[src/rtl/delayed_assign_pipe.sv]
// delayed_assign_pipe
// Clocked stand-in for an intra-assignment-delayed operation (w = #N a op b).
// Each accepted operand pair is combined lane by lane with a bitwise operator
// chosen by in_mode, and the result emerges exactly DEPTH cycles later.
//
// Ports:
//   clk, rst     clock and synchronous active-high reset
//   flush        discard every in-flight entry on the next edge
//   in_valid     operand pair present
//   in_ready     pipe accepts input this cycle (combinational)
//   in_a, in_b   CHANNELS lanes of WIDTH bits, lane k at [k*WIDTH +: WIDTH]
//   in_mode      00 AND, 01 OR, 10 XOR, 11 pass A
//   out_valid    result present at the last stage
//   out_ready    downstream accepts the result
//   out_data     result, packed like the operands
//   occupancy    number of valid entries held in the pipe
module delayed_assign_pipe #(
    parameter int unsigned WIDTH    = 8,
    parameter int unsigned CHANNELS = 4,
    parameter int unsigned DEPTH    = 3
) (
    input  logic                          clk,
    input  logic                          rst,
    input  logic                          flush,
    input  logic                          in_valid,
    output logic                          in_ready,
    input  logic [CHANNELS*WIDTH-1:0]     in_a,
    input  logic [CHANNELS*WIDTH-1:0]     in_b,
    input  logic [1:0]                    in_mode,
    output logic                          out_valid,
    input  logic                          out_ready,
    output logic [CHANNELS*WIDTH-1:0]     out_data,
    output logic [$clog2(DEPTH+1)-1:0]    occupancy
);

    localparam int unsigned DATA_W = CHANNELS * WIDTH;
    localparam int unsigned OCC_W  = $clog2(DEPTH + 1);

    typedef enum logic [1:0] {
        MODE_AND  = 2'b00,
        MODE_OR   = 2'b01,
        MODE_XOR  = 2'b10,
        MODE_PASS = 2'b11
    } mode_e;

    // Reject out-of-range latencies at elaboration.
    if (DEPTH < 1 || DEPTH > 16) begin : g_depth_check
        $error("delayed_assign_pipe: DEPTH must be in 1..16");
    end

    logic [DATA_W-1:0] op_result_c;
    logic [DATA_W-1:0] stage_data [DEPTH];
    logic [DEPTH-1:0]  stage_valid;

    logic advance_c;
    logic accept_c;
    logic xfer_c;

    // Per-lane operator; lanes never interact, so each is its own slice.
    for (genvar k = 0; k < CHANNELS; k++) begin : g_lane
        logic [WIDTH-1:0] lane_a;
        logic [WIDTH-1:0] lane_b;
        logic [WIDTH-1:0] lane_r;

        assign lane_a = in_a[k*WIDTH +: WIDTH];
        assign lane_b = in_b[k*WIDTH +: WIDTH];

        always_comb begin
            lane_r = lane_a;
            case (mode_e'(in_mode))
                MODE_AND:  lane_r = lane_a & lane_b;
                MODE_OR:   lane_r = lane_a | lane_b;
                MODE_XOR:  lane_r = lane_a ^ lane_b;
                MODE_PASS: lane_r = lane_a;
                default:   lane_r = lane_a;
            endcase
        end

        assign op_result_c[k*WIDTH +: WIDTH] = lane_r;
    end

    // Global stall: every stage moves unless the head is held by downstream.
    assign advance_c = out_ready | ~stage_valid[DEPTH-1];
    assign in_ready  = advance_c & ~flush & ~rst;
    assign accept_c  = in_valid & in_ready;
    assign xfer_c    = out_valid & out_ready;

    assign out_valid = stage_valid[DEPTH-1];
    assign out_data  = stage_data[DEPTH-1];

    // Stage registers; flush only drops valid bits, data is left in place.
    always_ff @(posedge clk) begin
        if (rst) begin
            stage_valid <= '0;
            for (int unsigned i = 0; i < DEPTH; i++) begin
                stage_data[i] <= '0;
            end
        end else if (flush) begin
            stage_valid <= '0;
        end else if (advance_c) begin
            stage_valid[0] <= accept_c;
            if (accept_c) begin
                stage_data[0] <= op_result_c;
            end
            for (int unsigned i = 1; i < DEPTH; i++) begin
                stage_valid[i] <= stage_valid[i-1];
                stage_data[i]  <= stage_data[i-1];
            end
        end
    end

    // Occupancy tracks accepts minus deliveries; a flush empties the pipe.
    always_ff @(posedge clk) begin
        if (rst || flush) begin
            occupancy <= '0;
        end else if (accept_c && !xfer_c) begin
            occupancy <= occupancy + OCC_W'(1);
        end else if (xfer_c && !accept_c) begin
            occupancy <= occupancy - OCC_W'(1);
        end
    end

endmodule

[config.mk]
export PLATFORM = sky130hd
export DESIGN_NAME = delayed_assign_pipe
export DESIGN_NICKNAME = d
export VERILOG_FILES = /design/src/rtl/delayed_assign_pipe.sv
export SDC_FILE = /design/constraint.sdc
export NUM_CORES = 1
export LEC_CHECK = 0
export ABC_AREA = 1
export CAP_MARGIN = 25
export CORE_MARGIN = 3
export CORE_UTILIZATION = 30
export CTS_BUF_LIST = sky130_fd_sc_hd__clkbuf_2
export DETAILED_ROUTE_END_ITERATION = 6
export GPL_ROUTABILITY_DRIVEN = 0
export SYNTH_ARGS = -nofsm -noshare
export SYNTH_HDL_FRONTEND = slang
export SYNTH_SLANG_ARGS = --single-unit
[constraint.sdc]
create_clock -name clk -period 13.8 [get_ports clk]
set_input_delay 2.76 -clock clk [delete_from_list [all_inputs] [get_ports clk]]
set_output_delay 2.76 -clock clk [all_outputs]
set_load 0.01 [all_outputs]
# After elaboration in Yosys (flattened, before gate mapping)
# Memory sizes are Yosys's and may differ from the RTL's.
# Cells that the tools add are included.
[totals]
register_bits = 5
mem_bits_rw = 96
input_bits = 71
output_inout_bits = 36
word_cells = 59
n_memories = 1
[memory_table]
columns = ["memory", "depth", "word_bits", "read_ports", "rd_ports_with_merged_regs", "wr", "line_no", "rtl"]
rows = [
  ["stage_data", 3, 32, 3, 0, 3, "52", "logic [DATA_W-1:0] stage_data [DEPTH];"],
]
[classes]
n_addsub = 2
eq_ne = 3
n_mux = 20
n_bitwise = 23
reduce_logical = 8
[op_table]
columns = ["op", "n"]
rows = [
  ["case mux 8 bit (4 select lines)", 4],
  ["2-to-1 mux 32 bit", 3],
  ["AND 8 bit", 4],
  ["OR 8 bit", 4],
  ["bitwise XOR 8 bit", 4],
  ["2-to-1 mux 1 bit", 11],
  ["AND 1 bit", 4],
  ["== test 2 bit (second input constant)", 2],
  ["2-to-1 mux 2 bit", 2],
  ["OR 1 bit", 4],
  ["NOT 1 bit", 3],
  ["adder 2 x 1 -> 2 bit (second input constant)", 1],
  ["== test 2 x 1 -> 1 bit (second input constant)", 1],
  ["logical AND 1 bit", 2],
  ["zero test 1 bit", 2],
  ["zero test 2 bit", 1],
  ["nonzero test 2 bit", 1],
  ["OR reduction 2 bit", 1],
  ["subtractor 2 x 1 -> 2 bit (second input constant)", 1],
  ["logical OR 1 bit", 1],
]

# Logic depth before layout (Yosys ltp)
# Gate-level depths: netlist (run 1).
[depth]
ltp_word = 11
depth_mapped = 12
depth_no_buf = 11

# Worst setup path before layout (run 1)
# OpenSTA, ideal clock, no wires.
[synth_timing]
path_kind = "input to register"
from = "input out_ready"
to = "memory stage_data[0][32] in the netlist's numbering, enable pin"
setup_time_ps = 574
t_arrival_ps = 7453
required_ps = 13226
slack_ps = 5772
cell_stages = 4
path_buffers = 0
cell_sequence = "inv_1 -> nand2_1 -> inv_1 -> o21ai_0"
[synth_lines]
columns = ["item", "line_no", "rtl"]
rows = [
  ["from (decl)", "31", "input logic out_ready,"],
  ["to (decl)", "52", ""],
]

# Final worst setup path (run 1)
[layout_timing]
from = "input flush"
to = "output in_ready"
[layout_via]
elab_chain_cells = 3
[layout_rtl]
columns = ["item", "line_no", "rtl"]
rows = [
  ["from (decl)", "24", "input logic flush,"],
  ["NOT 1 bit", "84", "assign in_ready = advance_c & ~flush & ~rst;"],
  ["AND 1 bit (2 in a row)", "84", ""],
  ["to (decl)", "26", "output logic in_ready,"],
]
# Every way passes these cells.

==> flow_summary_export.csv, run 1 <==
group,metric,value,unit
run_status,status,"finished, final reports clean",
worst_setup_path,crit_type,"in2out",
clock_network,clock_path_buffers,2,
worst_setup_path,r2r-end,"occupancy[1]",
logic_synthesis,synth_mux_area_share,0,%
detailed_routing,via_per_inst,3.93,
sta,relSlewSlack,39.4,%
worst_setup_path,crit_required,11040,ps
floorplan,rows,51,
sta,layout_setup_ws,6490,ps
floorplan,ios,107,
worst_setup_path,end_kind,"output port",
final_layout,area.sequential,2980,µm²
clock_network,holdBufCountCts,0,
worst_setup_path,cp-endpoint,"in_ready",
power,power_leakage,3.42,nW
worst_setup_path,rr_worst_depth,10,
logic_synthesis,synthXorXnorAreaFrac,0,%
logic_synthesis,synthAdderAreaFrac,13.3,%
place,dp_hpwl,8330,µm
clock_network,tritoncts,"done",
worst_setup_path,cp_max_fo,29,
sta,maxSlewViolCount,0,
final_layout,final_util,37.2,%
final_layout,layout.nets,906,
clock_network,root_buffer,"clkbuf_2",
detailed_routing,firstDrtPassIters,6,
logic_synthesis,synth_compound_gate_area_share,5.53,%
grt,grt_first_pass_wirelength,19300,µm
grt,grt_pass1_vias,3978,
worst_setup_path,crit_path_start_kind,"primary input",
worst_hold_path,hp-class,"reg2reg",
final_layout,multi_input_area,2140,µm²
sta,tns,0,ps
worst_setup_path,arrival,4550,ps
detailed_routing,ant_nets,0,
place,dp_slack,6440,ps
place,portBuffers,106,
detailed_routing,wl,11700,µm
floorplan,core,19700,µm²
sta,clock_skew,36.6,ps
grt,grt_max_degree,73,
final_layout,drive_gt1_share,4.00,%
clock_network,post_cts_buffers,0,
sta,fin_crit,7310,ps
logic_synthesis,ys_ff_latch,101,
worst_setup_path,startpoint,"flush",
logic_synthesis,syn_inst,705,
worst_setup_path,r2r-start,"stage_valid[2]",
detailed_routing,avgRoutedWirePerCell,11.3,µm
logic_synthesis,ys.warnings.count,0,
clock_network,htreeDepth,3,
final_layout,final_cell_mix,"169 x inv_1, 131 x nor2_1, 106 x clkdlybuf4s50_1",
grt,antenna_found_initial,1,
logic_synthesis,synth_nets,841,
sta,rsz0062_at_grt,"no",
logic_synthesis,netlist_area,6100,µm²
power,peakVddDrop,0.0354,mV
sta,setup_viol,0,
clock_network,cts_sinks,101,
final_layout,fillCellCount,1998,
floorplan,chipWidth,149,µm
logic_synthesis,synth_top_family_by_area,"buffers and inverters",
clock_network,numCtsBuffers,9,
logic_synthesis,yosysUniqueCellTypes,21,
sta,fmax,137,MHz
worst_setup_path,reg2reg_slack,11800,ps
final_layout,final_common_cell,"inv_1",
sta,hold_viol,0,
sta,tightest_slew,905,ps
detailed_routing,route.detailed.drc,0,
floorplan,die_h,149,µm
clock_network,cts_resized,0,
clock_network,insertion_delay,570,ps
logic_synthesis,yosys.area_share.simple,15.8,%
run,drv_cap,0,
detailed_routing,vias,4096,
power,power_density,86.5,nW/µm²
floorplan,die-area,22100,µm²
logic_synthesis,synth-seq-area-share,48.9,%
final_layout,areaGrowthSynthToFinish,20.3,%
grt,track_usage,10.7,%
clock_network,clk_pin_slew,300,ps
floorplan,start_util,31.0,%
detailed_routing,drtIter0Drc,313,
sta,min_period_over_period,53.0,%
logic_synthesis,avgSynthCellArea,8.66,µm²
grt,grt-ovfl-total,0,
==> how the worst min path moves through the flow <==
stage                         from             end  slack [ps]  cells after the start
CTS                 stage_valid[1]  stage_valid[2]         480                      2
finish              stage_valid[1]  stage_valid[2]         480                      2
detailed placement  stage_valid[1]  stage_valid[2]         460                      2
floorplan           stage_valid[1]  stage_valid[2]         430                      2
global route        stage_valid[1]  stage_valid[2]         510                      2
global placement    stage_valid[1]  stage_valid[2]         450                      2
==> power breakdown <==
part | leakage (nW) | internal (mW) | switching, mW | total, mW
Clock | 0.0806 | 0.0611 | 0.102 | 0.163
Combinational | 2.27 | 0.0502 | 0.0579 | 0.108
Sequential | 1.08 | 0.358 | 0.00557 | 0.364
==> cell type report <==
type                       count  area share, %
antenna                        1         0.0341
sequential                   101           40.6
clock inverter                 7           1.33
clock buffer                   9          0.613
tap                          265           4.52
timing repair buffer         110           15.0
inverter                     171           8.74
multi-input combinational    377           29.1
==> worst max-delay path, stage by stage <==
cell and delay (ps):
clkdlybuf4s50_1 510, nor2_4 220, nand2_4 70, inv_2 350, clkdlybuf4s50_1 640
==> routing by layer <==
layer / up-vias / routed length [µm] / share of wire [%] / GRT usage, %
met5: - / 0 / 0 / 0
met3: 12 / 691 / 5.9 / 2.16
met4: 0 / 197 / 1.7 / 4.06
met2: 86 / 5440 / 46 / 17.4
li1: 2244 / - / - / -
met1: 1754 / 5390 / 46 / 14.3
==> flip-flops by register name (all words and copies together) (netlist names) <==
name	cells
occupancy	2
stage_data	96
stage_valid	3
==> kinds of logic after synthesis <==
group | Yosys count
buffers and inverters | 227
AOI/OAI and AO/OA | 67
DFF | 101
and+or+nand+nor | 245
adders and majority gates | 65
==> cells in the mapped netlist <==
cell	instances	area [µm²]
inv_2	2	7.51
ha_1	65	813
edfxtp_1	96	2880
clkbuf_1	11	41.3
nand3_1	5	25.0
o21ai_0	55	275
a21oi_1	5	25.0
nor2_1	131	492
inv_1	169	634
nand2_2	1	6.26
buf_4	37	278
nand4_1	1	6.26
nand2_1	100	375
nand2_4	1	11.3
dfxtp_1	5	100
buf_2	7	35.0
buf_6	1	11.3
nor2_4	2	22.5
or2_2	4	25.0
o22ai_1	2	12.5
o21ai_1	5	25.0
==> through the flow <==
| stage | std cells | total power, mW | area [µm²] | hold slack [ps] |
|---|---|---|---|---|
| 2_1_floorplan | 705 | 0.437 | 6100 | 426 |
| 3_3_place_gp | 1023 | 0.478 | 7180 | 453 |
| 6_report | 1041 | 0.635 | 7340 | 478 |
| 4_1_cts | 1039 | 0.642 | 7320 | 483 |
| 5_1_grt | 1041 | 0.671 | 7340 | 506 |
| 3_5_place_dp | 1023 | 0.481 | 7180 | 456 |
(Power assumes the default switching activity.)
==> run 2, diff against run 1 <==
clock period = 6.3 ns   (was 13.8 ns; I/O delays follow)
==> run 2 against run 1 <==
Clock skew fell by 23 ps. Utilization rose by 0.076 points. Global-route usage fell by 0.20 points. Clock-buffer cell count rose by 1. Sequential share of layout area fell by 0.083 points. Final cell count barely moved. Clock power rose by 110%. First-iteration DRC count fell by 19%. Power rose by 120%. Worst setup slack got worse by 4500 ps. Largest power group unchanged.
==> flow_summary_export.csv, run 2 (synthesis gave the netlist of run 1 again) <==
group,metric,value,unit
run_status,status,"finished, final reports clean",
worst_setup_path,crit_path_start_kind,"primary input",
floorplan,start_util,31.0,%
worst_setup_path,end_kind,"output port",
sta,fmax,233,MHz
detailed_routing,firstDrtPassIters,4,
power,power.total,1.37,mW
final_layout,final_cell_mix,"169 x inv_1, 131 x nor2_1, 106 x clkdlybuf4s50_1",
grt,grt-ovfl-total,0,
clock_network,cts_sinks,101,
worst_setup_path,crit_path_frequent_cell,"clkdlybuf4s50_1",
detailed_routing,via_per_inst,3.91,
sta,min_period_over_period,68.1,%
clock_network,tritoncts,"done",
detailed_routing,ant_nets,0,
worst_setup_path,crit_slowest_cell,"clkdlybuf4s50_1",
sta,hold_viol,0,
sta,tightest_slew,887,ps
grt,track_usage,10.5,%
clock_network,insertion_delay,540,ps
sta,fin_crit,4290,ps
detailed_routing,avgRoutedWirePerCell,11.1,µm
power,power_density,186,nW/µm²
grt,antenna_found_initial,1,
clock_network,numCtsBuffers,9,
final_layout,drive_gt1_share,4.12,%
power,peakVddDrop,0.0839,mV
detailed_routing,drtIter0Drc,254,
worst_setup_path,crit_type,"in2out",
final_layout,layout.nets,907,
worst_setup_path,cp_cell_sequence,"clkdlybuf4s50_1 -> nor2_4 -> nand2_4 -> inv_2 -> clkdlybuf4s50_1",
run,drv_cap,0,
place,portBuffers,106,
place,dp_hpwl,8390,µm
clock_network,cts_resized,0,
worst_setup_path,cp_top_family,"buffers and inverters",
floorplan,rows,51,
final_layout,areaGrowthSynthToFinish,20.5,%
sta,rsz0062_at_grt,"no",
worst_setup_path,crit_buf_inv,3,
detailed_routing,wl,11500,µm
worst_setup_path,cp_max_fo,29,
final_layout,largest_reg_flops,96,
detailed_routing,vias,4072,
sta,maxSlewViolCount,0,
power,power_leakage,3.43,nW
sta,setup_viol,0,
worst_setup_path,arrival,3030,ps
floorplan,die_h,149,µm
clock_network,htreeDepth,3,
detailed_routing,route.detailed.drc,0,
sta,relSlewSlack,40.7,%
worst_hold_path,hp-class,"reg2reg",
grt,grt_first_pass_wirelength,18800,µm
clock_network,clock_path_buffers,2,
clock_network,post_cts_buffers,0,
grt,grt_max_degree,73,
final_layout,largest_register,"stage_data",
worst_setup_path,crit_required,5040,ps
sta,clock_skew,13.8,ps
worst_setup_path,cpPeakStageDelay,630,ps
clock_network,clk_pin_slew,240,ps
floorplan,core,19700,µm²
final_layout,finalNonFillerCells,1042,
sta,tns,0,ps
floorplan,ios,107,
floorplan,die-area,22100,µm²
floorplan,chipWidth,149,µm
place,place_inst,1023,
final_layout,final_common_cell,"inv_1",
sta,hold-worst-slack,477,ps
clock_network,root_buffer,"clkbuf_2",
clock_network,holdBufCountCts,0,
grt,grt_pass1_vias,3831,
final_layout,reg_top3,"stage_data x96, stage_valid x3, occupancy x2",
-- run 2: final cells by class --
type                    count  area, µm²
diodes                      1       2.50
clock buffers              10       50.0
clock inverters             6       87.6
fillers                  1998      12400
inverters                 171        642
multi-input cells         377       2140
flip-flops and latches    101       2980
well taps                 265        332
repair buffers            111       1120
-- run 2: report_power, final --
part	internal (mW)	total, mW	switching [mW]
combinational	0.111	0.237	0.125
sequential	0.784	0.797	0.0128
clock	0.132	0.338	0.206
total	1.03	1.37	0.344
-- run 2: routing by layer --
metal / track usage, % / vias up / share of wire (%)
li1: - / 2237 / -
met2: 17.5 / 76 / 46
met5: 0 / - / 0
met4: 3.28 / 0 / 1.3
met3: 2.53 / 10 / 5.6
met1: 13.7 / 1749 / 47
-- run 2: worst reg2reg max path, stage by stage, from the launching register on --
cell and delay, ps:
dfxtp_1 410, nand2_1 110, nand2_4 70, buf_4 560, nor2_1 100, ha_1 340
inv_1 80, nand3_1 70, nand2_1 50, inv_1 30, nor2_1 80
-- run 2: path summary, 6_finish.rpt --
| path | from | end | slack (ps) | depth (start not counted) |
|---|---|---|---|---|
| worst min-delay path | stage_valid[1] | stage_valid[2] | 480 | 2 |
| worst max register to register | stage_valid[2] | occupancy[1] | 4360 | 10 |
| worst max-delay path | flush | in_ready | 2010 | 5 |
| worst min register to register | stage_valid[1] | stage_valid[2] | 480 | 2 |
-- run 2: metrics by stage --
stage	setup slack [ps]	util (%)	instance area, µm²
final	2010	37.3	7360
after global routing	1910	37.3	7360
after CTS	1970	37.1	7310
after detailed placement	1970	36.4	7180
after global placement	2000	36.4	7180
after floorplan	1500	-	6100
==> run 3, diff against run 2 <==
clock period = 4.1 ns   (was 6.3 ns; I/O delays follow)
==> run 3 against run 2 <==
Worst setup slack got worse by 910 ps. Critical path depth unchanged. Global-route usage rose by 0.31 points. Critical endpoint unchanged. Clock skew rose by 31 ps. Largest cell class unchanged. First-iteration DRC count up 38%. Final cell count up 0.19%. Non-clock buffer count grew 2. Combinational power increased by 54%. Sequential power grew 53%. Power increased by 62%.
==> flow_summary_export.csv, run 3 (synthesis gave the netlist of run 1 again) <==
group,metric,value,unit
run_status,status,"finished, final reports clean",
worst_setup_path,crit_required,3280,ps
clock_network,post_cts_buffers,0,
worst_setup_path,arrival,2190,ps
detailed_routing,route.detailed.drc,0,
power,combPwrFrac,16.5,%
power,power_leakage,3.46,nW
detailed_routing,ant_nets,0,
clock_network,cts_sinks,101,
clock_network,htreeDepth,3,
final_layout,areaGrowthSynthToFinish,21.1,%
worst_setup_path,end_kind,"output port",
grt,grt_pass1_vias,3821,
clock_network,clock_path_buffers,2,
floorplan,rows,51,
worst_setup_path,crit_path_start_kind,"primary input",
sta,rsz0062_at_grt,"no",
grt,antenna_found_initial,1,
sta,layout_setup_ws,1090,ps
sta,relSlewSlack,40.3,%
place,dp_hpwl,8450,µm
worst_hold_path,whs_endpoint,"stage_valid[2]",
grt,grt_max_degree,73,
worst_setup_path,crit_path_frequent_cell,"clkdlybuf4s50_1",
worst_setup_path,rr_worst_depth,10,
power,internal_power,1.65,mW
worst_setup_path,r2r-end,"occupancy[1]",
sta,min_period_over_period,73.3,%
sta,clock_skew,45.1,ps
clock_network,root_buffer,"clkbuf_2",
power,switchingPower,570,µW
place,dp_slack,947,ps
worst_hold_path,hp-start,"stage_valid[1]",
worst_setup_path,cp_max_fo,5,
detailed_routing,firstDrtPassIters,5,
final_layout,final_common_cell,"inv_1",
final_layout,largest_reg_flops,96,
power,p_seq_share,55.2,%
final_layout,largest_register,"stage_data",
sta,setup_viol,0,
floorplan,die_h,149,µm
clock_network,tritoncts,"done",
final_layout,final_cell_mix,"169 x inv_1, 131 x nor2_1, 106 x clkdlybuf4s50_1",
final_layout,reg_top3,"stage_data x96, stage_valid x3, occupancy x2",
grt,grt-ovfl-total,0,
sta,tns,0,ps
sta,maxSlewViolCount,0,
place,placed_area,7220,µm²
final_layout,layout.nets,909,
power,swShare,25.7,%
clock_network,holdBufCountCts,0,
clock_network,cts_resized,0,
grt,track_usage,10.9,%
worst_setup_path,crit_slowest_cell,"clkdlybuf4s50_1",
worst_hold_path,hp-class,"reg2reg",
final_layout,post-route-cell-area,7390,µm²
power,power.total,2.22,mW
floorplan,ios,107,
clock_network,clk_pin_slew,310,ps
detailed_routing,drtIter0Drc,350,
floorplan,start_util,31.0,%
detailed_routing,avgRoutedWirePerCell,11.4,µm
floorplan,chipWidth,149,µm
worst_setup_path,crit_type,"in2out",
power,power_density,300,nW/µm²
floorplan,die-area,22100,µm²
sta,fin_crit,3010,ps
power,p_clk_share,28.3,%
place,portBuffers,106,
grt,grt_first_pass_wirelength,19200,µm
detailed_routing,wl,11900,µm
run,drv_cap,0,
sta,tightest_slew,892,ps
clock_network,insertion_delay,570,ps
worst_setup_path,reg2reg_slack,2090,ps
worst_setup_path,cpPeakStageDelay,520,ps
worst_setup_path,r2r-start,"stage_valid[2]",
sta,fmax,333,MHz
detailed_routing,via_per_inst,3.94,
power,peakVddDrop,0.125,mV
sta,hold-worst-slack,466,ps
final_layout,drive_gt1_share,4.50,%
sta,hold_viol,0,
floorplan,core,19700,µm²
detailed_routing,vias,4111,
clock_network,numCtsBuffers,9,
worst_hold_path,min_path_cells,2,
worst_setup_path,cp_cell_sequence,"clkdlybuf4s50_1 -> nor2_4 -> nand2_4 -> inv_2 -> clkdlybuf4s50_1",
-- run 3: cell types whose count changed in the layout (fill, tap and decap cells not counted), sizes merged --
cell and change:
bufinv +1, clkinv -2, buf +2, inv +2, clkinvlp -1
-- run 3: layout make-up --
cell class                      instances  area (µm²)
Sequential cell                       101        2980
Multi-Input combinational cell        377        2140
Fill cell                            1991       12300
Tap cell                              265         332
Clock inverter                          6         120
Inverter                              171         642
Clock buffer                           10        50.0
Timing Repair Buffer                  113        1130
Antenna cell                            1        2.50
-- run 3: through the flow --
step                cells  utilization [%]
detailed placement   1027             36.6
finish               1044             37.5
global placement     1027             36.6
floorplan             705                -
global route         1044             37.5
CTS                  1043             37.5
-- run 3: metal layers --
layer,vias up,global-route usage [%],wire length (µm)
met3,11,2.96,582
met4,0,3.74,167
met5,-,0,0
met1,1780,14.3,5620
met2,75,17.3,5540
li1,2245,-,-
-- run 3: critical path, delay by kind of cell --
kind | cells | cell delay (ps)
and+or+nand+nor | 2 | 280
buffers and inverters | 3 | 1070
-- run 3: worst max-delay path by stage --
stage          startpoint          endpoint  slack [ps]
5_1_grt             flush          in_ready        1030
3_5_place_dp   in_mode[1]  stage_data[0][0]         950
6_report            flush          in_ready        1090
2_1_floorplan       flush  stage_data[0][0]          70
4_1_cts             flush          in_ready        1080
3_3_place_gp   in_mode[1]  stage_data[0][6]        1040
-- run 3: power by group through the flow --
stage | clock [mW] | sequential, mW | combinational, mW
floorplan | 0 | 1.24 | 0.222
global placement | 0 | 1.25 | 0.367
detailed placement | 0 | 1.25 | 0.372
CTS | 0.657 | 1.23 | 0.374
global route | 0.689 | 1.23 | 0.422
finish | 0.628 | 1.22 | 0.366
